==> src/rtl/bsg_upstream_link_arbiter_if.sv <==
// Requester/link bundle for the upstream link arbiter.
// The slave modport is the arbiter's view; the master modport is the core-side/link environment.
interface bsg_upstream_link_arbiter_if #(
   parameter int NUM_REQ    = 4,
   parameter int CREDIT_MAX = 8
);
   localparam int SRCW = $clog2(NUM_REQ);
   localparam int CW   = $clog2(CREDIT_MAX + 1);

   logic [NUM_REQ-1:0]    req_valid;
   logic [64*NUM_REQ-1:0] req_data;
   logic [NUM_REQ-1:0]    req_ready;
   logic                  io_token;
   logic                  link_valid;
   logic [63:0]           link_data;
   logic [SRCW-1:0]       link_src;
   logic                  link_ready;
   logic [CW-1:0]         credits;
   logic                  err_overflow;

   modport slave (
      input  req_valid, req_data, io_token, link_ready,
      output req_ready, link_valid, link_data, link_src, credits, err_overflow
   );

   modport master (
      output req_valid, req_data, io_token, link_ready,
      input  req_ready, link_valid, link_data, link_src, credits, err_overflow
   );
endinterface

==> src/rtl/bsg_upstream_link_arbiter.sv <==
// Round-robin, credit-gated arbiter sharing one upstream link among NUM_REQ requesters.
// Optional macro BSG_UPSTREAM_ARB_PRIO0_EN gives requester 0 absolute priority.
//
// state   | meaning
// --------+-------------------------------------------------------------
// ST_IDLE | no packet held; grant a requester when credits allow
// ST_BUSY | packet held on the link until the serializer takes it
module bsg_upstream_link_arbiter #(
   parameter int NUM_REQ       = 4,
   parameter int CREDIT_MAX    = 8,
   parameter int TOKEN_CREDITS = 4,
   parameter int PKT_CREDITS   = 2
) (
   input logic                       clk,
   input logic                       rst_n,
   bsg_upstream_link_arbiter_if.slave lif
);
   localparam int SRCW = $clog2(NUM_REQ);
   localparam int CW   = $clog2(CREDIT_MAX + 1);
   localparam int SW   = CW + 1;

   typedef enum logic {ST_IDLE, ST_BUSY} state_e;

   state_e             state_q, state_d;
   logic [SRCW-1:0]    rr_q, rr_d;
   logic [SRCW-1:0]    src_q, src_d;
   logic [63:0]        data_q, data_d;
   logic [CW-1:0]      credits_q, credits_d;
   logic               ovf_q, ovf_d;

   logic [NUM_REQ-1:0] win_oh;
   logic [SRCW-1:0]    win_idx;
   logic [SRCW-1:0]    idx_c;
   logic [63:0]        win_data;
   logic               win_found;
   logic               prio_win;
   logic               eligible;
   logic               grant;
   logic [SW-1:0]      credit_sum;

   // First valid requester above the rr pointer, wrapping around.
   always_comb begin
      win_oh    = '0;
      win_idx   = '0;
      idx_c     = '0;
      win_found = 1'b0;
      prio_win  = 1'b0;
`ifdef BSG_UPSTREAM_ARB_PRIO0_EN
      if (lif.req_valid[0]) begin
         win_oh[0] = 1'b1;
         win_found = 1'b1;
         prio_win  = 1'b1;
      end
`endif
      for (int k = 1; k <= NUM_REQ; k++) begin
         idx_c = SRCW'((int'(rr_q) + k) % NUM_REQ);
         if (!win_found && lif.req_valid[idx_c]) begin
            win_oh[idx_c] = 1'b1;
            win_idx       = idx_c;
            win_found     = 1'b1;
         end
      end
   end

   always_comb begin
      win_data = '0;
      for (int i = 0; i < NUM_REQ; i++) begin
         if (win_oh[i]) win_data = lif.req_data[i*64 +: 64];
      end
   end

   assign eligible = (|lif.req_valid) && (credits_q >= CW'(PKT_CREDITS));

   always_comb begin
      state_d       = state_q;
      rr_d          = rr_q;
      src_d         = src_q;
      data_d        = data_q;
      grant         = 1'b0;
      lif.req_ready = '0;
      case (state_q)
         ST_IDLE: begin
            if (eligible && win_found) begin
               grant         = 1'b1;
               lif.req_ready = win_oh;
               data_d        = win_data;
               src_d         = win_idx;
               if (!prio_win) rr_d = win_idx;
               state_d       = ST_BUSY;
            end
         end
         ST_BUSY: begin
            if (lif.link_ready) state_d = ST_IDLE;
         end
         default: state_d = ST_IDLE;
      endcase
   end

   // Net credit change is applied first, then saturated; the extra bit holds the overshoot.
   always_comb begin
      credits_d  = credits_q;
      ovf_d      = ovf_q;
      credit_sum = SW'(credits_q)
                 + (lif.io_token ? SW'(TOKEN_CREDITS) : '0)
                 - (grant ? SW'(PKT_CREDITS) : '0);
      if (credit_sum > SW'(CREDIT_MAX)) begin
         credits_d = CW'(CREDIT_MAX);
         ovf_d     = 1'b1;
      end else begin
         credits_d = credit_sum[CW-1:0];
      end
   end

   always_ff @(posedge clk or negedge rst_n) begin
      if (!rst_n) begin
         state_q   <= ST_IDLE;
         rr_q      <= SRCW'(NUM_REQ - 1);
         src_q     <= '0;
         data_q    <= '0;
         credits_q <= CW'(CREDIT_MAX);
         ovf_q     <= 1'b0;
      end else begin
         state_q   <= state_d;
         rr_q      <= rr_d;
         src_q     <= src_d;
         data_q    <= data_d;
         credits_q <= credits_d;
         ovf_q     <= ovf_d;
      end
   end

   assign lif.link_valid   = (state_q == ST_BUSY);
   assign lif.link_data    = data_q;
   assign lif.link_src     = src_q;
   assign lif.credits      = credits_q;
   assign lif.err_overflow = ovf_q;
endmodule

==> src/flat_wrapper.sv <==
// flat-port wrapper written by rule: the top's interface ports become plain ports
module bsg_upstream_link_arbiter_flat 
#(
   parameter int NUM_REQ       = 4,
   parameter int CREDIT_MAX    = 8,
   parameter int TOKEN_CREDITS = 4,
   parameter int PKT_CREDITS   = 2
)
  (clk, rst_n, lif_req_valid, lif_req_data, lif_io_token, lif_link_ready, lif_req_ready, lif_link_valid, lif_link_data, lif_link_src, lif_credits, lif_err_overflow);
  bsg_upstream_link_arbiter_if #(.NUM_REQ(NUM_REQ), .CREDIT_MAX(CREDIT_MAX)) lif_i ();
  input logic clk;
  input logic rst_n;
  input wire logic [$bits(lif_i.req_valid)-1:0] lif_req_valid;
  input wire logic [$bits(lif_i.req_data)-1:0] lif_req_data;
  input wire logic [$bits(lif_i.io_token)-1:0] lif_io_token;
  input wire logic [$bits(lif_i.link_ready)-1:0] lif_link_ready;
  output wire logic [$bits(lif_i.req_ready)-1:0] lif_req_ready;
  output wire logic [$bits(lif_i.link_valid)-1:0] lif_link_valid;
  output wire logic [$bits(lif_i.link_data)-1:0] lif_link_data;
  output wire logic [$bits(lif_i.link_src)-1:0] lif_link_src;
  output wire logic [$bits(lif_i.credits)-1:0] lif_credits;
  output wire logic [$bits(lif_i.err_overflow)-1:0] lif_err_overflow;
  assign lif_i.req_valid = lif_req_valid;
  assign lif_i.req_data = lif_req_data;
  assign lif_i.io_token = lif_io_token;
  assign lif_i.link_ready = lif_link_ready;
  assign lif_req_ready = lif_i.req_ready;
  assign lif_link_valid = lif_i.link_valid;
  assign lif_link_data = lif_i.link_data;
  assign lif_link_src = lif_i.link_src;
  assign lif_credits = lif_i.credits;
  assign lif_err_overflow = lif_i.err_overflow;
  bsg_upstream_link_arbiter #(.NUM_REQ(NUM_REQ), .CREDIT_MAX(CREDIT_MAX), .TOKEN_CREDITS(TOKEN_CREDITS), .PKT_CREDITS(PKT_CREDITS)) u_core (.clk(clk), .rst_n(rst_n), .lif(lif_i));
endmodule
==> config.mk <==
export PLATFORM = sky130hd
export DESIGN_NAME = bsg_upstream_link_arbiter_flat
export DESIGN_NICKNAME = d
export VERILOG_FILES = /design/src/rtl/bsg_upstream_link_arbiter_if.sv /design/src/rtl/bsg_upstream_link_arbiter.sv /design/src/flat_wrapper.sv
export SDC_FILE = /design/constraint.sdc
export NUM_CORES = 1
export LEC_CHECK = 0
export BUFFER_PORTS_ARGS = -buffer_cell sky130_fd_sc_hd__buf_4
export CORE_AREA = 2 2 132 134
export DETAILED_ROUTE_END_ITERATION = 7
export DIE_AREA = 0 0 134 136
export PLACE_DENSITY_LB_ADDON = 0.12
export SETUP_SLACK_MARGIN = 0.02
export SYNTH_ARGS = -nofsm -noshare
export SYNTH_HDL_FRONTEND = slang
export SYNTH_SLANG_ARGS = --single-unit
==> constraint.sdc <==
create_clock -name clk -period 4.3 [get_ports clk]
set_input_delay 0.86 -clock clk [delete_from_list [all_inputs] [get_ports clk]]
set_output_delay 0.86 -clock clk [all_outputs]
set_load 0.01 [all_outputs]
==> results.cfg, run 1 <==
[run_status]
status = complete, no violations

[floorplanning]
die_area_mm2 = 0.0182
dieWidth_um = 134
ioPinCount = 340
initial_core_util_pct = 29.7
core-area_mm2 = 0.0169
num_rows = 48
fp.dieH_um = 136

[global_route]
grt_max_degree = 65
grt_pass1_wl_um = 33300
antenna_found_initial = 0
grt_pass1_vias = 5933
grt_use_total_pct = 23.4
grt_overflow = 0

[setup_path]
max_stage_delay_ns = 0.71
slowest_stage = dfstp_2
path_cells = inv_1, ha_1, mux2i_1, o22ai_1, a211o_1, a21o_4, and2_1, buf_4
critPathKind = flop to output pin
cp-start-kind = flop
critical_path.top_delay_family = compound AO/OA/AOI/OAI gates
critPathRequiredTime_ns = 3.44
arrival_ns = 3.14
setup.worst_path.end_class = output pin
crit_buf_inv = 2
cp_max_fo = 15

[logic_synthesis]
synth_ff_type = dfrtp_1
synth_edf_count = 0
synthArstFlopShare_pct = 100
yosysTopAreaCell = dfrtp_1
netlist.area_leader.share_pct = 34.9
synth_seq_area_share_pct = 36.5
yosys_warnings = 0
syn_area_mm2 = 0.00502
syn_inst = 564
ys_top_cells_by_area = dfrtp_1 35%, a221oi_2 9.3%, o22ai_1 8.4%, a21oi_1 7.0%, a221oi_1 6.1%
synth.distinct_cells = 48
ys_ff_latch = 73
syn-num-nets = 840
syn_avg_cell_area_um2 = 8.89

[finish]
final_area_mm2 = 0.00799
antennaDiodeCount = 0
area_growth_pct = 59.3
drive_above_1_share_pct = 47.7
layout_commonest_cell = buf_4
fin_nets = 1139
final_cell_count_no_fill = 1091
layout_common_cells = 348 x buf_4, 70 x a21oi_1, 70 x nor2_1, 70 x dfrtp_1, 67 x o22ai_1

[cts]
clk_latency_ns = 0.34
cts_buffers = 9
ctsResizeCount = 0
root_buffer = clkbuf_16
cts_tree = built
clkSinkCount = 73
cts_hold_buf = 0
post_cts.repair.setup_buffers = 0
cts_htree_levels = 3
clock_path_buffers = 2
path_clk_slew_ns = 0.06

[route]
routedWlPerCell_um = 20.4
drtAntennaViolNets = 0
firstDrtPassIters = 5
drc = 0
viasPerCell = 5.43
dr_total_vias = 5927
drt_wl_total_um = 22300
drt-initial-drc-count = 321

[timing]
worst_pin_slew_ns = 0.804
rsz0062_at_grt = false
fmax_mhz = 250
fin_crit_ns = 4.00
fin_crit_sh_pct = 93.1
fin_setup_tns_ns = 0
fin_hold_ws_ns = 0.477
maxSlewViolCount = 0
clock_skew_ns = 0.00513
hold_viol = 0
slew_headroom_pct = 46.1
setup_viol = 0

[pwr]
power_mw = 7.33
p_sw_mw = 3.62
power_density_mw_per_mm2 = 917
clockPowerShare_pct = 10.2
power_frac_comb_pct = 71.8
p_int_mw = 3.71
peakVddDrop_v = 0.000392
swShare_pct = 49.4
seq_power_share_pct = 18.0
p_leak_nw = 3.61

[place]
globalplace.congestion = 0.817
dp_cells = 1077
place_area_mm2 = 0.00771
io_buffers = 338
dpl.hpwl_um = 15900

[hold_path]
hp-class = flop to flop

[job]
cap_violations = 0
==> synthesized netlist by cell type (5+ instances only) <==
| library cell | instances |
|---|---|
| a21oi_1 | 70 |
| dfrtp_1 | 70 |
| nor2_1 | 70 |
| o22ai_1 | 67 |
| o21ai_0 | 59 |
| clkbuf_1 | 38 |
| a221oi_1 | 35 |
| a221oi_2 | 31 |
| buf_2 | 15 |
| ha_1 | 11 |
| inv_1 | 11 |
| o21ai_1 | 11 |
| nand2_1 | 8 |
| buf_6 | 7 |
| a21o_1 | 5 |
==> power groups by stage <==
stage	sequential, mW	clock [mW]	combinational (mW)
after floorplan	1.44	0	3.36
after global placement	1.32	0	5.20
after detailed placement	1.32	0	5.31
after CTS	1.32	0.782	5.31
after global routing	1.36	0.803	5.74
final	1.32	0.750	5.26
==> area by class of cell <==
cell class / instances / area [um^2]
Clock buffer: 11 / 243
Clock inverter: 3 / 42.5
Fill cell: 1671 / 8880
Inverter: 12 / 45.0
Multi-Input combinational cell: 416 / 2880
Sequential cell: 73 / 1830
Tap cell: 225 / 282
Timing Repair Buffer: 351 / 2670
==> metrics by stage <==
step / setup slack [ns] / utilization, %
4_1_cts: 0.336 / 47.4
2_1_floorplan: 0.572 / -
6_report: 0.298 / 47.4
3_5_place_dp: 0.630 / 45.7
5_1_grt: 0.234 / 47.4
3_3_place_gp: 0.760 / 45.7
==> worst paths after layout <==
path	start	end	slack, ns	depth (start not counted)
worst max-delay path	u_core.rr_q[1]	lif_req_ready[1]	0.30	8
worst min-delay path	u_core.lif.link_src[1]	u_core.lif.link_src[1]	0.48	1
worst max register to register	u_core.rr_q[1]	u_core.lif.link_data[30]	0.55	9
worst min register to register	u_core.lif.link_src[1]	u_core.lif.link_src[1]	0.48	1
max in group asynchronous	rst_n	u_core.lif.link_data[63]	2.89	2
min in group asynchronous	rst_n	u_core.lif.link_data[23]	0.55	1
==> layer usage <==
layer | wire [um] | track usage [%] | up-vias
li1 | - | - | 2771
met5 | 0 | 0 | -
met1 | 8670 | 29.3 | 2817
met2 | 11200 | 40.2 | 306
met4 | 616 | 9.16 | 0
met3 | 1750 | 4.03 | 33
==> state kept, by name (all words and copies together) (netlist names) <==
signal	count
u_core.lif.err_overflow	1
u_core.lif.link_data	64
u_core.lif.credits	3
u_core.lif.link_valid	1
u_core.rr_q	2
u_core.lif.link_src	2
==> cell families (layout without fill, tap and decap cells) <==
group | count (synthesis) | in the layout | share of synthesized area, %
adders and majority gates | 12 | 12 | 3.14
muxes | 8 | 8 | 2.37
buffers and inverters | 75 | 377 | 7.11
and+or+nand+nor | 99 | 99 | 8.95
AOI/OAI and AO/OA | 294 | 294 | 41.5
DFF | 73 | 73 | 36.5
xor gates and xnor gates | 2 | 2 | 0.349
other | 1 | 1 | 0.0748
Note: power is estimated with default switching activity, not from simulation.
==> inputs of run 2 (changes only) <==
--- a/config.mk
+++ b/config.mk
@@ -10,6 +10,7 @@
 export DETAILED_ROUTE_END_ITERATION = 7
 export DIE_AREA = 0 0 134 136
 export PLACE_DENSITY_LB_ADDON = 0.12
+export RECOVER_POWER = 50
 export SETUP_SLACK_MARGIN = 0.02
 export SYNTH_ARGS = -nofsm -noshare
 export SYNTH_HDL_FRONTEND = slang
==> constraint.sdc (replaced) <==
create_clock -name clk -period 4.3 [get_ports clk]
set_input_delay 0 -clock clk [delete_from_list [all_inputs] [get_ports clk]]
set_output_delay 0 -clock clk [all_outputs]
set_load 0.01 [all_outputs]
==> run 2 against run 1 <==
  * The flow now finishes with violations (capacitance limit, slew limit)
  * Clock-buffer cell count unchanged
  * Largest cell class is now buffers
  * Setup slack got worse by 0.11 ns
  * Register-to-register slack got worse by 0.37 ns
  * Sequential power hardly changed
  * Die area is the same
  * Final cell count is 11% higher
  * Clock skew up 0.0049 ns
==> results.cfg, run 2 (synthesis results as in run 1) <==
[setup_path]
path_cells = inv_1, ha_2, mux4_2, nor3b_4, a221oi_2, a221oi_4, buf_12, a221oi_1, o22ai_1, dlygate4sd3_1
critPathKind = flop to flop
max_stage_delay_ns = 0.75
slowest_stage = dfstp_2
cp-start-kind = flop
reg2reg_depth = 10
reg2reg_slack_ns = 0.18
r2r_end = u_core.lif.link_data[56]
crit_buf_inv = 3
arrival_ns = 4.39
r2r-start = u_core.rr_q[0]
critPathRequiredTime_ns = 4.58
setup.worst_path.end_class = flop
critical_path.top_delay_family = buffers and inverters
cp_max_fo = 49

[place]
io_buffers = 338
dp_cells = 1075
globalplace.congestion = 0.861
dpl.hpwl_um = 15900

[timing]
fin_crit_sh_pct = 95.7
fin_crit_ns = 4.12
fin_hold_ws_ns = 0.0139
worst_pin_slew_ns = 2.01
fmax_mhz = 243
clock_skew_ns = 0.0100
slew_headroom_pct = -34.1
rsz0062_at_grt = false
fin_setup_tns_ns = 0
hold_viol = 0
maxSlewViolCount = 74
setup_viol = 0

[pwr]
peakVddDrop_v = 0.000673
power_density_mw_per_mm2 = 920
p_leak_nw = 3.90
power_mw = 8.31

[hold_path]
hp-class = input pin to flop
holdPathStages = 3
worstHoldEndpoint = u_core.lif.link_data[32]
hp-start = lif_req_data[160]

[finish]
layout_common_cells = 275 x buf_4, 120 x dlygate4sd3_1, 71 x clkbuf_1
final_cell_count_no_fill = 1211
drive_above_1_share_pct = 34.8
fin_nets = 1257
antennaDiodeCount = 0
area_growth_pct = 80.0
layout_commonest_cell = buf_4
largest_reg_flops = 64

[cts]
root_buffer = clkbuf_16
post_cts.repair.setup_buffers = 0
clk_latency_ns = 0.34
path_clk_slew_ns = 0.07
cts_htree_levels = 3
clkSinkCount = 73
cts_buffers = 9
clock_path_buffers = 2
cts_tree = built

[route]
viasPerCell = 5.47
drc = 0
drt-initial-drc-count = 310
firstDrtPassIters = 4
drtAntennaViolNets = 0
drt_wl_total_um = 24600
routedWlPerCell_um = 20.3
dr_total_vias = 6620

[floorplanning]
die_area_mm2 = 0.0182
initial_core_util_pct = 29.7
fp.dieH_um = 136
num_rows = 48
ioPinCount = 340
core-area_mm2 = 0.0169
dieWidth_um = 134

[global_route]
grt_overflow = 0
grt_pass1_vias = 6996
grt_max_degree = 74
grt_use_total_pct = 25.7
antenna_found_initial = 0
grt_pass1_wl_um = 36800

[run_status]
status = finished, violations left
violations = capacitance limit, slew limit

[job]
cap_violations = 1
run 2: worst min-delay path, delay by kind of cell:
kind | cells | cell delay [ns]
AO/OA/AOI/OAI | 2 | 0.21
buffers and inverters | 1 | 0.08
run 2: metal layers:
layer	part of all wire (%)	up-vias	track usage, %
met1	39	3202	29.7
li1	-	3012	-
met5	0	-	0
met3	7.2	48	4.77
met2	50	358	46.0
met4	3.2	0	12.0
run 2: report_power, final:
group	switching (mW)	total [mW]	internal, mW
logic	3.31	5.95	2.65
clock network	0.315	1.02	0.701
registers	0.254	1.34	1.09
run 2: how the worst max path moves through the flow:
stage                    from                       end  depth (start not counted)
5_1_grt        u_core.rr_q[0]  u_core.lif.link_data[16]                          8
3_3_place_gp   u_core.rr_q[0]  u_core.lif.link_data[49]                          9
4_1_cts        u_core.rr_q[0]  u_core.lif.link_data[20]                          8
2_1_floorplan  u_core.rr_q[1]   u_core.lif.link_data[0]                         11
6_report       u_core.rr_q[0]  u_core.lif.link_data[56]                         10
3_5_place_dp   u_core.rr_q[0]  u_core.lif.link_data[46]                          9
run 2: area by class of cell:
type	count	area (um^2)
clock buffers	11	243
clock inverters	5	150
fillers	1592	7850
inverters	12	45.0
multi-input cells	416	2890
flip-flops and latches	73	1830
well taps	225	282
repair buffers	469	3590
run 2: timing repair:
action	4_1_cts	5_1_grt
resized for setup	0	2
endpoints found under the setup margin	0	24
hold endpoints to repair	135	0
hold buffers	120	0
run 2: per-stage QoR:
stage                     setup slack, ns  util [%]  cell area [um^2]
after global placement              0.894      45.6              7690
after global routing               0.0330      53.5              9030
after detailed placement            0.782      45.6              7690
final                               0.184      53.5              9030
after floorplan                      1.11         -              5020
after CTS                           0.255      55.0              9290
==> inputs of run 3 (changes only) <==
--- a/config.mk
+++ b/config.mk
@@ -11,6 +11,7 @@
 export DIE_AREA = 0 0 134 136
 export PLACE_DENSITY_LB_ADDON = 0.12
 export RECOVER_POWER = 50
+export REMOVE_ABC_BUFFERS = 1
 export SETUP_SLACK_MARGIN = 0.02
 export SYNTH_ARGS = -nofsm -noshare
 export SYNTH_HDL_FRONTEND = slang
==> run 3 against run 2 <==
  * The run still ends with capacitance limit, slew limit left
  * Fmax grew 0.13%
  * Register-to-register slack barely moved
  * Non-clock buffer count grew 3
  * Worst hold slack got worse by 0.011 ns
  * Final area fell by 0.55%
  * Highest routed layer unchanged
  * Flip-flop and latch count unchanged
  * Critical endpoint is now u_core.lif.link_data[24]
  * Clock power shrank 28%
==> results.cfg, run 3 (synthesis results as in run 1) <==
[hold_path]
worstHoldEndpoint = u_core.lif.link_data[48]
hp-start = lif_req_data[112]
holdPathStages = 3
hp-class = input pin to flop

[floorplanning]
fp.dieH_um = 136
ioPinCount = 340
num_rows = 48
die_area_mm2 = 0.0182
core-area_mm2 = 0.0169
dieWidth_um = 134
initial_core_util_pct = 29.7

[place]
globalplace.congestion = 0.894
io_buffers = 338
dp_worst_setup_slack_ns = 0.710
dpl.hpwl_um = 15400

[setup_path]
reg2reg_depth = 10
crit_buf_inv = 3
critPathRequiredTime_ns = 4.59
critPathKind = flop to flop
max_stage_delay_ns = 0.73
cp_max_fo = 32
path_cells = inv_1, ha_1, mux4_2, nor3b_4, a221oi_2, a221oi_4, clkbuf_16, a221oi_1, o22ai_1, dlygate4sd3_1
setup.worst_path.end_class = flop
arrival_ns = 4.40
r2r_end = u_core.lif.link_data[24]
reg2reg_slack_ns = 0.19
critical_path.top_delay_family = buffers and inverters
r2r-start = u_core.rr_q[0]
slowest_stage = dfstp_4
cp-start-kind = flop

[timing]
clock_skew_ns = 0.0173
slew_headroom_pct = -36.3
setup_viol = 0
fmax_mhz = 243
finalWorstSetupSlack_ns = 0.189
rsz0062_at_grt = false
fin_crit_sh_pct = 95.6
fin_setup_tns_ns = 0
fin_hold_ws_ns = 0.00300
hold_viol = 0
worst_pin_slew_ns = 2.04
fin_crit_ns = 4.11
maxSlewViolCount = 74

[cts]
clk_latency_ns = 0.36
cts_buffers = 9
cts_htree_levels = 3
clkSinkCount = 73
path_clk_slew_ns = 0.06
root_buffer = clkbuf_16
cts_tree = built
clock_path_buffers = 2

[route]
routedWlPerCell_um = 20.0
drtAntennaViolNets = 0
firstDrtPassIters = 5
viasPerCell = 5.51
drc = 0
drt_wl_total_um = 24300
dr_total_vias = 6699
drt-initial-drc-count = 451

[global_route]
grt_use_total_pct = 25.0
antenna_found_initial = 0
grt_pass1_vias = 6927
grt_pass1_wl_um = 35900
grt_max_degree = 74
grt_overflow = 0

[job]
cap_violations = 1

[finish]
fin_nets = 1261
layout_commonest_cell = buf_4
final_util_pct = 53.2
drive_above_1_share_pct = 34.6
area_growth_pct = 79.0
antennaDiodeCount = 0
largest_reg_flops = 64
layout_common_cells = 273 x buf_4, 124 x dlygate4sd3_1

[pwr]
power_mw = 8.17
peakVddDrop_v = 0.000607
p_leak_nw = 3.86
power_density_mw_per_mm2 = 909

[run_status]
status = finished, violations left
violations = capacitance limit, slew limit
-- run 3: cell count changes in the layout (fill, tap and decap cells not counted), moves of 2 or more --
cell | previous run | this run
bufinv_16 | 5 | 0
dlygate4sd3_1 | 120 | 124
buf_4 | 275 | 273
clkinvlp_4 | 0 | 3
clkinv_2 | 0 | 2
-- run 3: worst max-delay path by stage --
stage                               endpoint  cells past startpoint             startpoint
finish              u_core.lif.link_data[24]                     10         u_core.rr_q[0]
global route        u_core.lif.link_data[24]                     10         u_core.rr_q[0]
CTS                 u_core.lif.link_data[53]                     10         u_core.rr_q[0]
detailed placement  u_core.lif.link_data[53]                      9         u_core.rr_q[0]
global placement    u_core.lif.link_data[17]                      8         u_core.rr_q[0]
floorplan            u_core.lif.link_data[0]                      7  u_core.lif.credits[3]
-- run 3: cell type report --
class	count	area [um^2]
Fill cell	1601	7900
Clock buffer	10	239
Clock inverter	6	41.3
Sequential cell	73	1830
Timing Repair Buffer	472	3640
Tap cell	225	282
Multi-Input combinational cell	417	2900
Inverter	12	45.0
-- run 3: worst min-delay path: stages --
cell and delay [ns]:
buf_4 0.08, a221oi_2 0.04, o22ai_1 0.17
-- run 3: metrics by stage --
stage / std cells / area (um^2)
floorplan: 501 / 4700
detailed placement: 1073 / 7680
global route: 1215 / 8980
CTS: 1213 / 9200
finish: 1215 / 8980
global placement: 1073 / 7680
-- run 3: what timing repair did --
action | CTS | global route
resized for setup | 0 | 6
hold buffers | 124 | 0
setup buffers | 0 | 0
setup endpoints to repair | 0 | 51
hold endpoints to repair | 135 | 0
-- run 3: routing by layer --
metal | global-route usage [%] | wire (um)
met2 | 44.3 | 12100
met1 | 29.2 | 9380
met3 | 5.00 | 1960
met5 | 0 | 0
met4 | 11.3 | 861
-- run 3: power by group --
group	internal (mW)	switching (mW)	total (mW)
Combinational	2.72	3.37	6.09
Clock	0.407	0.330	0.737
Sequential	1.09	0.247	1.34
